<file path="src/rtl/md5_pkg.sv">
// Shared MD5 front-end constants and padder state encoding.
// Used by md5_padder (optional MD5_PADDER_CNT_EN feature lives there).
package md5_pkg;

  localparam int MD5_BLOCK_BITS       = 512;
  localparam logic [7:0] MD5_PAD_BYTE = 8'h80;
  localparam int MD5_LEN_BYTE_OFS     = 56;
  localparam int MD5_MAX_SINGLE_BYTES = 55;

  localparam logic [1:0] ST_COLLECT = 2'd0;
  localparam logic [1:0] ST_PAD     = 2'd1;
  localparam logic [1:0] ST_OUT     = 2'd2;
  localparam logic [1:0] ST_DROP    = 2'd3;

  // Message length in bits as the 64-bit MD5 length field.
  function automatic logic [63:0] md5_bitlen(
    input logic [5:0] n
  );
    return {55'd0, n, 3'd0};
  endfunction

endpackage

</file>
<file path="src/rtl/md5_padder.sv">
// Single-block MD5 padder: byte stream in, padded 512-bit block out.
// Define MD5_PADDER_CNT_EN to add the block_cnt handshake counter.
module md5_padder
  import md5_pkg::*;
#(
  parameter int MAX_BYTES = MD5_MAX_SINGLE_BYTES
) (
  input  logic                      clk,
  input  logic                      reset,
  input  logic [7:0]                in_data,
  input  logic                      in_valid,
  input  logic                      in_last,
  output logic                      in_ready,
  output logic [MD5_BLOCK_BITS-1:0] mesg,
  output logic                      mesg_valid,
  input  logic                      mesg_ready,
`ifdef MD5_PADDER_CNT_EN
  output logic [31:0]               block_cnt,
`endif
  output logic                      err
);

  localparam logic [5:0] MAX_C = 6'(MAX_BYTES);

  logic [1:0]  state;
  logic [5:0]  cnt;
  logic [63:0] len;
  logic        acc;
  logic        at_max;
  logic        take;

  assign len    = md5_bitlen(cnt);
  assign at_max = (cnt == MAX_C);
  assign acc    = in_valid && in_ready;
  assign take   = mesg_valid && mesg_ready;

  // Ready is a pure function of state, forced low while in reset.
  assign in_ready = !reset &&
                    (state == ST_COLLECT || state == ST_DROP);

  // Main FSM: collect bytes, pad, present block, or drop overlong.
  always_ff @(posedge clk) begin
    if (reset) begin
      state      <= ST_COLLECT;
      cnt        <= '0;
      mesg       <= '0;
      mesg_valid <= 1'b0;
      err        <= 1'b0;
    end else begin
      err <= 1'b0;
      case (state)
        ST_COLLECT: begin
          if (acc) begin
            if (at_max) begin
              if (in_last) begin
                err   <= 1'b1;
                mesg  <= '0;
                cnt   <= '0;
                state <= ST_COLLECT;
              end else begin
                state <= ST_DROP;
              end
            end else begin
              for (int k = 0; k < MD5_LEN_BYTE_OFS; k++) begin
                if (6'(k) == cnt)
                  mesg[MD5_BLOCK_BITS-1-8*k -: 8] <= in_data;
              end
              cnt <= cnt + 6'd1;
              if (in_last)
                state <= ST_PAD;
            end
          end
        end
        ST_PAD: begin
          for (int k = 0; k < MD5_LEN_BYTE_OFS; k++) begin
            if (6'(k) == cnt)
              mesg[MD5_BLOCK_BITS-1-8*k -: 8] <= MD5_PAD_BYTE;
          end
          for (int j = 0; j < 8; j++) begin
            mesg[MD5_BLOCK_BITS-1-8*(MD5_LEN_BYTE_OFS+j) -: 8]
              <= len[8*j +: 8];
          end
          state <= ST_OUT;
        end
        ST_OUT: begin
          if (take) begin
            mesg_valid <= 1'b0;
            mesg       <= '0;
            cnt        <= '0;
            state      <= ST_COLLECT;
          end else begin
            mesg_valid <= 1'b1;
          end
        end
        ST_DROP: begin
          if (acc && in_last) begin
            err   <= 1'b1;
            mesg  <= '0;
            cnt   <= '0;
            state <= ST_COLLECT;
          end
        end
        default: state <= ST_COLLECT;
      endcase
    end
  end

`ifdef MD5_PADDER_CNT_EN
  // Count delivered blocks; wraps naturally at 32 bits.
  always_ff @(posedge clk) begin
    if (reset)
      block_cnt <= '0;
    else if (take)
      block_cnt <= block_cnt + 32'd1;
  end
`endif

endmodule

</file>
<file path="config.mk">
export PLATFORM = sky130hd
export DESIGN_NAME = md5_padder
export DESIGN_NICKNAME = d
export VERILOG_FILES = /design/src/rtl/md5_pkg.sv /design/src/rtl/md5_padder.sv
export SDC_FILE = /design/constraint.sdc
export NUM_CORES = 1
export LEC_CHECK = 0
export BUFFER_PORTS_ARGS = -buffer_cell sky130_fd_sc_hd__clkbuf_2
export CAP_MARGIN = 20
export CORE_MARGIN = 2
export CORE_UTILIZATION = 30
export DETAILED_ROUTE_END_ITERATION = 7
export HOLD_SLACK_MARGIN = 0.06
export PLACE_DENSITY = 0.52
export SLEW_MARGIN = 0
export SYNTH_ARGS = -nofsm -noshare
export SYNTH_HDL_FRONTEND = slang
export SYNTH_SLANG_ARGS = --single-unit
</file>
<file path="constraint.sdc">
create_clock -name clk -period 7.2 [get_ports clk]
set_input_delay 1.44 -clock clk [delete_from_list [all_inputs] [get_ports clk]]
set_output_delay 1.44 -clock clk [all_outputs]
set_load 0.01 [all_outputs]
</file>
# Word-level counts from Yosys, hierarchy flattened
# Index checks and enable logic that the tools add are counted.
# op_classes
add_sub_neg	1
eq_ne	178
muxes	138
reduce_logical	68
# ops
cell	n
$mux W512	4
$pmux W512 S4	1
$mux W8	112
$mux W448	1
$reduce_and A6 Y1	56
$ne A3 B2 Y1 const B	56
$eq A6 B6 Y1 const A	24
$ne A2 B2 Y1 const B	60
$eq A5 B6 Y1 const A	16
$mux W64	1
$eq A4 B6 Y1 const A	8
$mux W6	5
$eq A3 B6 Y1 const A	4
$pmux W6 S3	1
$eq A2 B6 Y1 const A	2
$mux W2	6
$reduce_and A5 Y1	2
$pmux W2 S4	1
$add A6 B1 Y6 const B	1
$eq A1 B6 Y1 const A	1
$eq A6 B6 Y1 const B	1
$logic_not A6 Y1	1
$ne A3 B3 Y1 const B	2
$mux W1	5
10 further kinds	14
# totals
register_bits	522
out_inout_bits	515

# Depth between registers and ports, before layout
# logic_depth
depth_word	7
depth_mapped	9

# Least setup slack after synthesis
# No wires, ideal clock.
# synth_path
path_kind	in2out
startpoint	input port reset
endpoint	output port in_ready
t_arrival_ns	2.379
required_ns	5.760
path_slack_ns	3.381
stages	5
n_path_buf	4
path_cell_list	buf_6 clkbuf_1 clkbuf_1 clkbuf_1 nor2_1
# synth_via
elab_chain_cells	2
# synth_rtl
element	line	rtl
start, declared	md5_padder.sv:9	input logic reset,
$logic_not A1 Y1	md5_padder.sv:38	assign in_ready = !reset &&
$logic_and A1 B1 Y1	md5_padder.sv:38	
end, declared	md5_padder.sv:13	output logic in_ready,
# No other way between the ends.

# Final worst setup path
# Ends and elaborated chain as after synthesis.

==> impl_metrics.csv <==
group,metric,value,unit
route,vias_per_cell,4.557,
final_layout,fillers,6351,
timing,rsz0062_at_grt,"no",
timing,period_share,0.6570,
clocking,insertion_delay,0.60,ns
clocking,cts-resized-gates,0,
critical_path,worst_setup_path_end_kind,"output port",
route,avgRoutedWirePerCell,21.25,um
final_layout,final_common_cell,"clkbuf_2",
critical_path,cp_max_fo,148,
synthesis,synth_area_leader_cell,"dfxtp_1",
floorplanning,die_w,257.5,um
route,drt_iter0_drc,875,
floorplanning,fp.dieArea,0.06632,mm2
route,dr.pass1.iters,5,
route,drcViolationCount,0,
synthesis,synthArstFlopShare,0,
power,power.total,0.009835,W
synthesis,synth_cell_types,41,
critical_path,critical_path_required,5.76,ns
critical_path,slowest_stage,"buf_4",
floorplanning,core_area,0.06331,mm2
synthesis,synth-xor-area-share,0,
status,status,"finished, final reports clean",
timing,clock.fmax,0.2114,GHz
clocking,htree_levels,2,
global_route,grt_pass1_wl,96110,um
clocking,cts_hold_buf,0,
synthesis,synth_compound_area_frac,0.05457,
floorplanning,rows,92,
floorplanning,start_util,0.3046,
clocking,cts_sinks,464,
clocking,root_buffer,"clkbuf_16",
global_route,grt_max_degree,149,
final_layout,diodes,0,
critical_path,cp_num_buf_inv,3,
timing,clock_skew,0.01767,ns
final_layout,stdcell_count,3076,
final_layout,utilization,0.3774,
clocking,cts_tree,"done",
critical_path,startpoint_type,"primary input",
place,dp.cells,2982,
power,ir_drop,0.1922,mV
synthesis,syn_inst,1780,
place,place_congestion,0.7847,
timing,slew_viol_final,0,
final_layout,syn_to_final_growth,23.92,%
place,place_hpwl,43840,um
clocking,clk_pin_slew,0.06,ns
route,ant_nets,0,
place,io_buffers,469,
power,power_density,411.6,mW/mm2
timing,hold_ws,0.4727,ns
final_layout,final_cell_mix,"clkbuf_2 (468), dfxtp_1 (464), nand2b_1 (444)",
final_layout,multiInputGateArea,0.009304,mm2
power,p_leak,11.53,nW
flow_run,maxCapViolations,0,
timing,fin_crit,4.730,ns
synthesis,synthMuxAreaShare,0.2289,
synthesis,synthTopCellsByArea,"dfxtp_1 (48%), mux2i_1 (23%), nand2b_1 (14%)",
timing,worst_slew_margin_rel,0.2748,
synthesis,synth_fa_ha_area_frac,0.005191,
synthesis,synth_area_per_cell,10.83,um2
timing,hold_violations,0,
synthesis,synth_area,0.01928,mm2
global_route,grt_pass1_vias,14282,
synthesis,synth_top_flop_cell,"dfxtp_1",
synthesis,ys_warn_count,0,
timing,finalSetupTns,0,ns
final_layout,seq_area,0.009289,mm2
floorplanning,die_height,257.5,um
floorplanning,ios,528,
critical_path,arrival,3.29,ns
hold_path,hp-class,"reg2reg",
synthesis,synth_top_family_by_area,"multiplexers",
clocking,cts_inserted_buffers,53,
global_route,antenna_found_initial,0,
route,routed_wl,65370,um
critical_path,critPathMaxStageDelay,0.89,ns
global_route,overflow,0,
final_layout,drive_above_1_share,0.2901,
synthesis,synth-seq-cells,464,
synthesis,synth_edf_count,0,
critical_path,cpLargestDelayFamily,"buffers and inverters",
route,vias,14017,
synthesis,synth-seq-area-share,0.4817,
critical_path,crit_type,"in2out",
critical_path,worstPathCellList,"buf_8 -> buf_4 -> nor2_1 -> clkbuf_2",
global_route,grtUsageTotal,0.1907,
timing,tightest_slew,1.088,ns
synthesis,synth_top_area_frac,0.4817,
final_layout,nets,2212,
clocking,clk_path_buf_depth,3,
synthesis,synthSimpleGateAreaFrac,0.1781,
timing,setup_viol,0,
clocking,postCtsSetupBuffers,0,
[cell usage after synthesis, types with 8 or more instances]
cell	number
dfxtp_1	464
nand2b_1	444
mux2i_1	441
clkbuf_1	108
buf_4	58
nor2_1	50
o211ai_2	44
nand2_1	19
buf_2	17
a21oi_1	15
o21ai_0	12
a211oi_4	11
nand4_1	10
nor3_1	9
ha_1	8
nand3b_1	8
[per-stage QoR]
step                      setup WS, ns  area, um2
final                            2.470      23900
after global routing             2.288      23900
after CTS                        2.425      23900
after detailed placement         2.428      22160
after global placement           2.484      22160
after floorplan                  3.381      19500
[worst register-to-register path, delay by kind of cell, from the launching register on]
kind / cells / cell delay (ns)
fa+ha+maj: 1 / 0.39
buf+inv: 1 / 0.60
flops: 1 / 0.39
simple gates: 2 / 1.22
mux: 1 / 0.24
compound gates: 1 / 0.84
[layout make-up]
cell class              count  share of cell area
flip-flops and latches    464              0.3887
clock buffers              77             0.06608
multi-input cells        1179              0.3894
well taps                 846             0.04430
inverters                   8            0.001257
clock inverters            17            0.006598
repair buffers            485              0.1037
[per-layer routing]
metal	vias up	share of wire	global-route usage
met1	6855	0.44	0.2410
li1	6693	-	-
met3	80	0.066	0.05595
met4	0	0.021	0.04737
met2	389	0.47	0.3183
met5	-	0	0
[logic make-up (layout without fill, tap and decap cells)]
logic type | after synthesis | after routing
simple gates | 572 | 572
flops | 464 | 464
mux | 441 | 441
buf+inv | 194 | 587
compound gates | 100 | 100
fa+ha+maj | 8 | 8
other cells | 1 | 58
[final timing paths]
| path | startpoint | end | slack [ns] | depth (start not counted) |
|---|---|---|---|---|
| setup / recovery | reset | in_ready | 2.47 | 4 |
| hold / removal | mesg[65] | mesg[65] | 0.47 | 1 |
| setup reg to reg | cnt[1] | mesg[506] | 3.44 | 6 |
| hold reg to reg | mesg[65] | mesg[65] | 0.47 | 1 |
[sequential cells by signal, indices dropped and copies added, names as in the netlist]
name and flops:
err 1, cnt 6, mesg 454, mesg_valid 1
state 2
[power breakdown]
part	internal, W	leakage (nW)	total [W]	switching [W]
clock	0.00159	0.853	0.00270	0.00111
sequential	0.00309	3.75	0.00339	0.000298
combinational	0.00137	6.93	0.00375	0.00238
(Power assumes the default switching activity.)
